===== src/rtl/fp32_iter_divider.sv =====
// Sequential FP32 divider: restoring mantissa division, one quotient bit per clock, start/busy/done handshake.
// Optional macro FP_DIV_RNE_EN: round-to-nearest-even via a guard iteration (default build truncates).
module fp32_iter_divider #(
   parameter int EXP_W = 8,
   parameter int MAN_W = 23
) (
   input  logic                   clk,
   input  logic                   rst_n,
   input  logic                   start,
   input  logic [EXP_W+MAN_W:0]   a,
   input  logic [EXP_W+MAN_W:0]   b,
   output logic [EXP_W+MAN_W:0]   result,
   output logic                   busy,
   output logic                   done,
   output logic                   overflow,
   output logic                   underflow,
   output logic                   div_by_zero,
   output logic                   invalid
);
   localparam int W     = EXP_W + MAN_W + 1;
   localparam int MW    = MAN_W + 1;
   localparam int ESW   = EXP_W + 2;
`ifdef FP_DIV_RNE_EN
   localparam int QW    = MW + 2;
`else
   localparam int QW    = MW + 1;
`endif
   localparam int CW    = $clog2(QW);
   localparam logic signed [ESW-1:0] EXP_BIAS = ESW'((1 << (EXP_W-1)) - 1);
   localparam logic signed [ESW-1:0] EXP_TOP  = ESW'((1 << EXP_W) - 2);
   localparam logic signed [ESW-1:0] EXP_ONE  = ESW'(1);

   typedef enum logic [2:0] {S_IDLE, S_CHECK, S_DIVIDE, S_NORM, S_DONE} state_t;
   state_t state, state_nx;

   logic [W-1:0]            a_r, b_r;
   logic                    sign_r;
   logic signed [ESW-1:0]   exp_r;
   logic [MW:0]             rem;
   logic [MW-1:0]           dvs;
   logic [QW-1:0]           q;
   logic [CW-1:0]           cnt;

   logic [EXP_W-1:0] ea, eb;
   logic [MAN_W-1:0] fa, fb;
   logic             sign, a_zero, b_zero, a_inf, b_inf, a_nan, b_nan;

   assign ea     = a_r[W-2:MAN_W];
   assign eb     = b_r[W-2:MAN_W];
   assign fa     = a_r[MAN_W-1:0];
   assign fb     = b_r[MAN_W-1:0];
   assign sign   = a_r[W-1] ^ b_r[W-1];
   // exponent-0 operands are flushed to zero, so subnormal fractions are ignored
   assign a_zero = (ea == '0);
   assign b_zero = (eb == '0);
   assign a_inf  = (ea == '1) && (fa == '0);
   assign b_inf  = (eb == '1) && (fb == '0);
   assign a_nan  = (ea == '1) && (fa != '0);
   assign b_nan  = (eb == '1) && (fb != '0);

   logic         spec_hit, spec_inv, spec_dbz;
   logic [W-1:0] spec_res;

   always_comb begin
      spec_hit = 1'b1;
      spec_inv = 1'b0;
      spec_dbz = 1'b0;
      spec_res = '0;
      if (a_nan || b_nan || (a_zero && b_zero) || (a_inf && b_inf)) begin
         spec_res = {1'b0, {EXP_W{1'b1}}, 1'b1, {(MAN_W-1){1'b0}}};
         spec_inv = 1'b1;
      end else if (a_inf) begin
         spec_res = {sign, {EXP_W{1'b1}}, {MAN_W{1'b0}}};
      end else if (b_zero) begin
         spec_res = {sign, {EXP_W{1'b1}}, {MAN_W{1'b0}}};
         spec_dbz = 1'b1;
      end else if (a_zero || b_inf) begin
         spec_res = {sign, {(W-1){1'b0}}};
      end else begin
         spec_hit = 1'b0;
      end
   end

   logic [MAN_W-1:0]      frac;
   logic signed [ESW-1:0] exp_n;
   logic                  ovf_n, unf_n;
   logic [W-1:0]          norm_res;
`ifdef FP_DIV_RNE_EN
   logic                  guard, sticky;
   logic [MAN_W:0]        frac_rnd;
`endif

   always_comb begin
      frac  = '0;
      exp_n = exp_r;
`ifdef FP_DIV_RNE_EN
      guard    = 1'b0;
      sticky   = 1'b0;
      if (q[QW-1]) begin
         frac   = q[QW-2:2];
         guard  = q[1];
         sticky = q[0] | (rem != '0);
      end else begin
         frac   = q[QW-3:1];
         guard  = q[0];
         sticky = (rem != '0);
         exp_n  = exp_r - EXP_ONE;
      end
      frac_rnd = {1'b0, frac} + (MAN_W+1)'(guard & (sticky | frac[0]));
      // carry-out leaves the fraction at zero and bumps the exponent
      if (frac_rnd[MAN_W])
         exp_n = exp_n + EXP_ONE;
      frac = frac_rnd[MAN_W-1:0];
`else
      if (q[QW-1]) begin
         frac = q[QW-2:1];
      end else begin
         frac  = q[QW-3:0];
         exp_n = exp_r - EXP_ONE;
      end
`endif
      ovf_n = (exp_n > EXP_TOP);
      unf_n = (exp_n < EXP_ONE);
      if (ovf_n)
         norm_res = {sign_r, {EXP_W{1'b1}}, {MAN_W{1'b0}}};
      else if (unf_n)
         norm_res = {sign_r, {(W-1){1'b0}}};
      else
         norm_res = {sign_r, exp_n[EXP_W-1:0], frac};
   end

   always_ff @(posedge clk or negedge rst_n) begin
      if (!rst_n)
         state <= S_IDLE;
      else
         state <= state_nx;
   end

   always_comb begin
      state_nx = state;
      case (state)
         S_IDLE:   if (start) state_nx = S_CHECK;
         S_CHECK:  state_nx = spec_hit ? S_DONE : S_DIVIDE;
         S_DIVIDE: if (cnt == '0) state_nx = S_NORM;
         S_NORM:   state_nx = S_DONE;
         S_DONE:   state_nx = S_IDLE;
         default:  state_nx = S_IDLE;
      endcase
   end

   always_ff @(posedge clk or negedge rst_n) begin
      if (!rst_n) begin
         a_r         <= '0;
         b_r         <= '0;
         sign_r      <= 1'b0;
         exp_r       <= '0;
         rem         <= '0;
         dvs         <= '0;
         q           <= '0;
         cnt         <= '0;
         result      <= '0;
         busy        <= 1'b0;
         done        <= 1'b0;
         overflow    <= 1'b0;
         underflow   <= 1'b0;
         div_by_zero <= 1'b0;
         invalid     <= 1'b0;
      end else begin
         done <= 1'b0;
         // busy spans the done pulse and drops with it; a same-cycle accept below re-raises it
         if (done)
            busy <= 1'b0;
         case (state)
            S_IDLE: if (start) begin
               a_r         <= a;
               b_r         <= b;
               busy        <= 1'b1;
               overflow    <= 1'b0;
               underflow   <= 1'b0;
               div_by_zero <= 1'b0;
               invalid     <= 1'b0;
            end
            S_CHECK: begin
               sign_r <= sign;
               exp_r  <= $signed({2'b00, ea}) - $signed({2'b00, eb}) + EXP_BIAS;
               rem    <= {2'b01, fa};
               dvs    <= {1'b1, fb};
               q      <= '0;
               cnt    <= CW'(QW - 1);
               if (spec_hit) begin
                  result      <= spec_res;
                  invalid     <= spec_inv;
                  div_by_zero <= spec_dbz;
               end
            end
            S_DIVIDE: begin
               if (rem >= {1'b0, dvs}) begin
                  rem <= (rem - {1'b0, dvs}) << 1;
                  q   <= {q[QW-2:0], 1'b1};
               end else begin
                  rem <= rem << 1;
                  q   <= {q[QW-2:0], 1'b0};
               end
               cnt <= cnt - 1'b1;
            end
            S_NORM: begin
               result    <= norm_res;
               overflow  <= ovf_n;
               underflow <= unf_n;
            end
            S_DONE:  done <= 1'b1;
            default: ;
         endcase
      end
   end
endmodule


===== config.mk =====
export PLATFORM = sky130hd
export DESIGN_NAME = fp32_iter_divider
export DESIGN_NICKNAME = d
export VERILOG_FILES = /design/src/rtl/fp32_iter_divider.sv
export SDC_FILE = /design/constraint.sdc
export NUM_CORES = 1
export LEC_CHECK = 0
export BUFFER_PORTS_ARGS = -buffer_cell sky130_fd_sc_hd__buf_2
export CAP_MARGIN = 20
export CORE_MARGIN = 2
export CORE_UTILIZATION = 25
export DETAILED_ROUTE_END_ITERATION = 7
export GPL_TIMING_DRIVEN = 0
export SYNTH_ARGS = -nofsm -noshare
export SYNTH_HDL_FRONTEND = slang
export SYNTH_SLANG_ARGS = --single-unit

===== constraint.sdc =====
create_clock -name clk -period 3.5 [get_ports clk]
set_input_delay 0.35 -clock clk [delete_from_list [all_inputs] [get_ports clk]]
set_output_delay 0.35 -clock clk [all_outputs]
set_load 0.02 [all_outputs]

==> results by group <==
Min path
  – Worst hold path class: primary input to flop

STA
  – RSZ-0062 raised after global routing: false
  – Hold Fails Final Rpt: 0
  – Final Setup Violations: 0
  – Worst clock skew: 0.0142 ns
  – Min Clock Period, post-route: 3.15 ns
  – Worst-margin pin slew: 0.792 ns
  – Slew HR: 45.9%
  – Final period utilization: 90.0%
  – Worst setup margin: 0.349 ns
  – Max Freq: 0.317 GHz
  – Worst Hold Slack: 0.0911 ns
  – Slew Limit Fails: 0

Clocking
  – CTS sink count: 195
  – Skew-Pair Late Insertion Delay: 0.45 ns
  – H-tree levels: 4
  – Clock buffer depth: 2
  – CTS tree: done
  – Root Buffer: clkbuf_16
  – Num CTS Buffers: 17
  – Clock transition at the registers of the reported paths: 0.08 ns

Layout
  – Final Util: 29.9%
  – Ratio of cells with drive above 1 in the final layout: 12.7%
  – Commonest non-fill, non-tap cell in the layout: nand2_1
  – Most frequent cells in the layout: nand2_1 (285), dfrtp_1 (195), buf_2 (109)
  – N_diodes: 0
  – Design Area, Final: 11900 sq um
  – Final nets: 1342
  – Syn-to-layout area delta: 18.0%

Floorplanning
  – Core box area: 39800 sq um
  – Io pins: 105
  – Starting Density: 25.4%
  – Die W: 205 um
  – Cell row count: 73
  – Die area: 42000 sq um
  – Die height: 205 um

Logic synthesis
  – Synth Flop Type: dfrtp_1
  – Area fraction of the dominant cell type after synthesis: 48.3%
  – Register bit total from synthesis: 195
  – Mapped Area: 10100 sq um
  – Post-synth EDFFs: 0
  – Post-synthesis area per instance: 9.09 sq um
  – Post-Syn Nets: 1216
  – Synthesis Warnings: 0
  – Top post-synthesis cells by area: dfrtp_1 (48%), nand2_1 (11%), ha_1 (4.5%)
  – Share of flip-flops with an asynchronous set or reset: 100%
  – Distinct cells, synth: 62
  – Synth area leader: dfrtp_1
  – Seq/Total Area, Yosys: 48.3%
  – Cells after Synth: 1111

Setup path
  – Critical Path Sink Type: flop
  – Largest stage delay on the critical path: 0.44 ns
  – Critical-path maximum fanout: 10
  – Worst endpoint required time: 3.87 ns
  – CP Data Arrival Time: 3.52 ns
  – Crit-path cells: inv_1, ha_1, buf_2, nand3_1, nor2_1, nand4_1, a41oi_1, o211ai_1, o21ai_2, buf_2, nand2_1, o21ai_1
  – Worst path most repeated cell: buf_2
  – Slowest CP cell: o21ai_2
  – R2R setup slack: 0.35 ns
  – WS Path Type: flop to flop
  – Worst setup SP type: flop

Placed design
  – Post-place instance area: 11300 sq um
  – IO Port Bufs: 104
  – Gpl congestion: 0.874
  – Final HPWL DP: 21300 um
  – Pre-CTS setup slack: 0.397 ns

Detailed routing
  – DRC: 0
  – Max Used Layer: met4
  – Wire per inst: 15.7 um
  – Met1 WL: 13400 um
  – Post-DR vias/cell: 4.72
  – Initial DRC count: 662
  – Post-route ant nets: 0
  – TritonRoute pass-1 iters: 7
  – Met3 Routed Length: 1170 um
  – DR WL met2: 13100 um
  – Drt total wl: 27900 um
  – Via count: 8373

Job
  – Max Cap Viol: 0

Power and ir drop
  – P_leak: 0.00548 uW
  – Power Density: 1060 nW/um^2
  – Worst VDD drop: 0.000484 V

Global routing
  – Largest net degree at the start of global routing: 118
  – Vias in the first global route: 8258
  – Total track usage: 13.8%
  – Remaining Overflow, GRT: 0
  – Initial antenna violation count: 0
  – First-pass GRT wire length: 45200 um

Run status
  – Outcome: finished clean
==> flip-flops by register name (all words and copies together) (netlist names), 3 cells and up <==
| name | flops |
|---|---|
| exp_r | 10 |
| state | 3 |
| b_r | 32 |
| rem | 25 |
| q | 25 |
| a_r | 32 |
| dvs | 24 |
| result | 32 |
| cnt | 5 |
==> final timing paths <==
path	start	endpoint	depth (start not counted)
hold / removal	a[29]	a_r[29]	3
max in group asynchronous	rst_n	result[23]	3
hold reg to reg	dvs[23]	dvs[23]	2
setup reg to reg	dvs[11]	rem[24]	12
setup / recovery	dvs[11]	rem[24]	12
min in group asynchronous	rst_n	a_r[9]	2
==> logic make-up after synthesis <==
group                      count (synthesis)  synth area share, %
and+or+nand+nor                          429                 18.5
AOI/OAI and AO/OA                        259                 16.3
DFF                                      195                 48.3
buffers and inverters                    105                 4.01
muxes                                     45                 4.49
xor gates and xnor gates                  40                 3.47
adders and majority gates                 38                 4.86
==> worst max-delay path: cells and delay by family, from the launching register on <==
kind / cells / cell delay (ns)
adders and majority gates: 1 / 0.28
AOI/OAI and AO/OA: 4 / 1.06
buffers and inverters: 3 / 0.63
and+or+nand+nor: 4 / 0.78
DFF: 1 / 0.33
==> timing repair <==
action / CTS / global route
endpoints found under the hold margin: 78 / 0
setup buffers: 0 / 0
resized for setup: 0 / 0
hold buffers: 1 / 0
==> layout make-up <==
class / instances / area (sq um)
fillers: 4275 / 27900
flip-flops and latches: 195 / 4880
multi-input cells: 811 / 4820
well taps: 525 / 657
repair buffers: 107 / 579
clock buffers: 19 / 443
plain buffers: 56 / 221
inverters: 49 / 184
clock inverters: 13 / 129
==> where the power goes <==
part	internal [uW]	switching (uW)
Combinational	2680	4100
Clock	970	975
Sequential	3170	763
Total	6820	5840
==> stage by stage <==
step	setup TNS (ns)	std cells	total power, uW
after floorplan	0	1111	8850
after global placement	-236.93	1740	10600
after detailed placement	0	1742	10700
final	0	1775	12700
after global routing	0	1775	13800
after CTS	0	1775	12700
==> per-layer routing <==
metal  global-route usage, %  vias to the layer above
li1                        -                     4094
met1                    19.4                     4086
met2                    22.2                      178
met3                    2.24                       15
met4                    3.03                        0
met5                       0                        -
==> Yosys cell counts (13+ instances only) <==
master,number
o21ai_0,78
a21oi_1,39
nor3_1,16
inv_1,49
o21ai_1,29
nand2_1,285
nor2_1,41
mux2i_1,43
xor2_1,14
a22o_1,26
a22oi_1,23
xnor2_1,26
clkbuf_1,48
nor4_1,13
dfrtp_1,195
ha_1,36
Note: power is estimated with default switching activity, not from simulation.
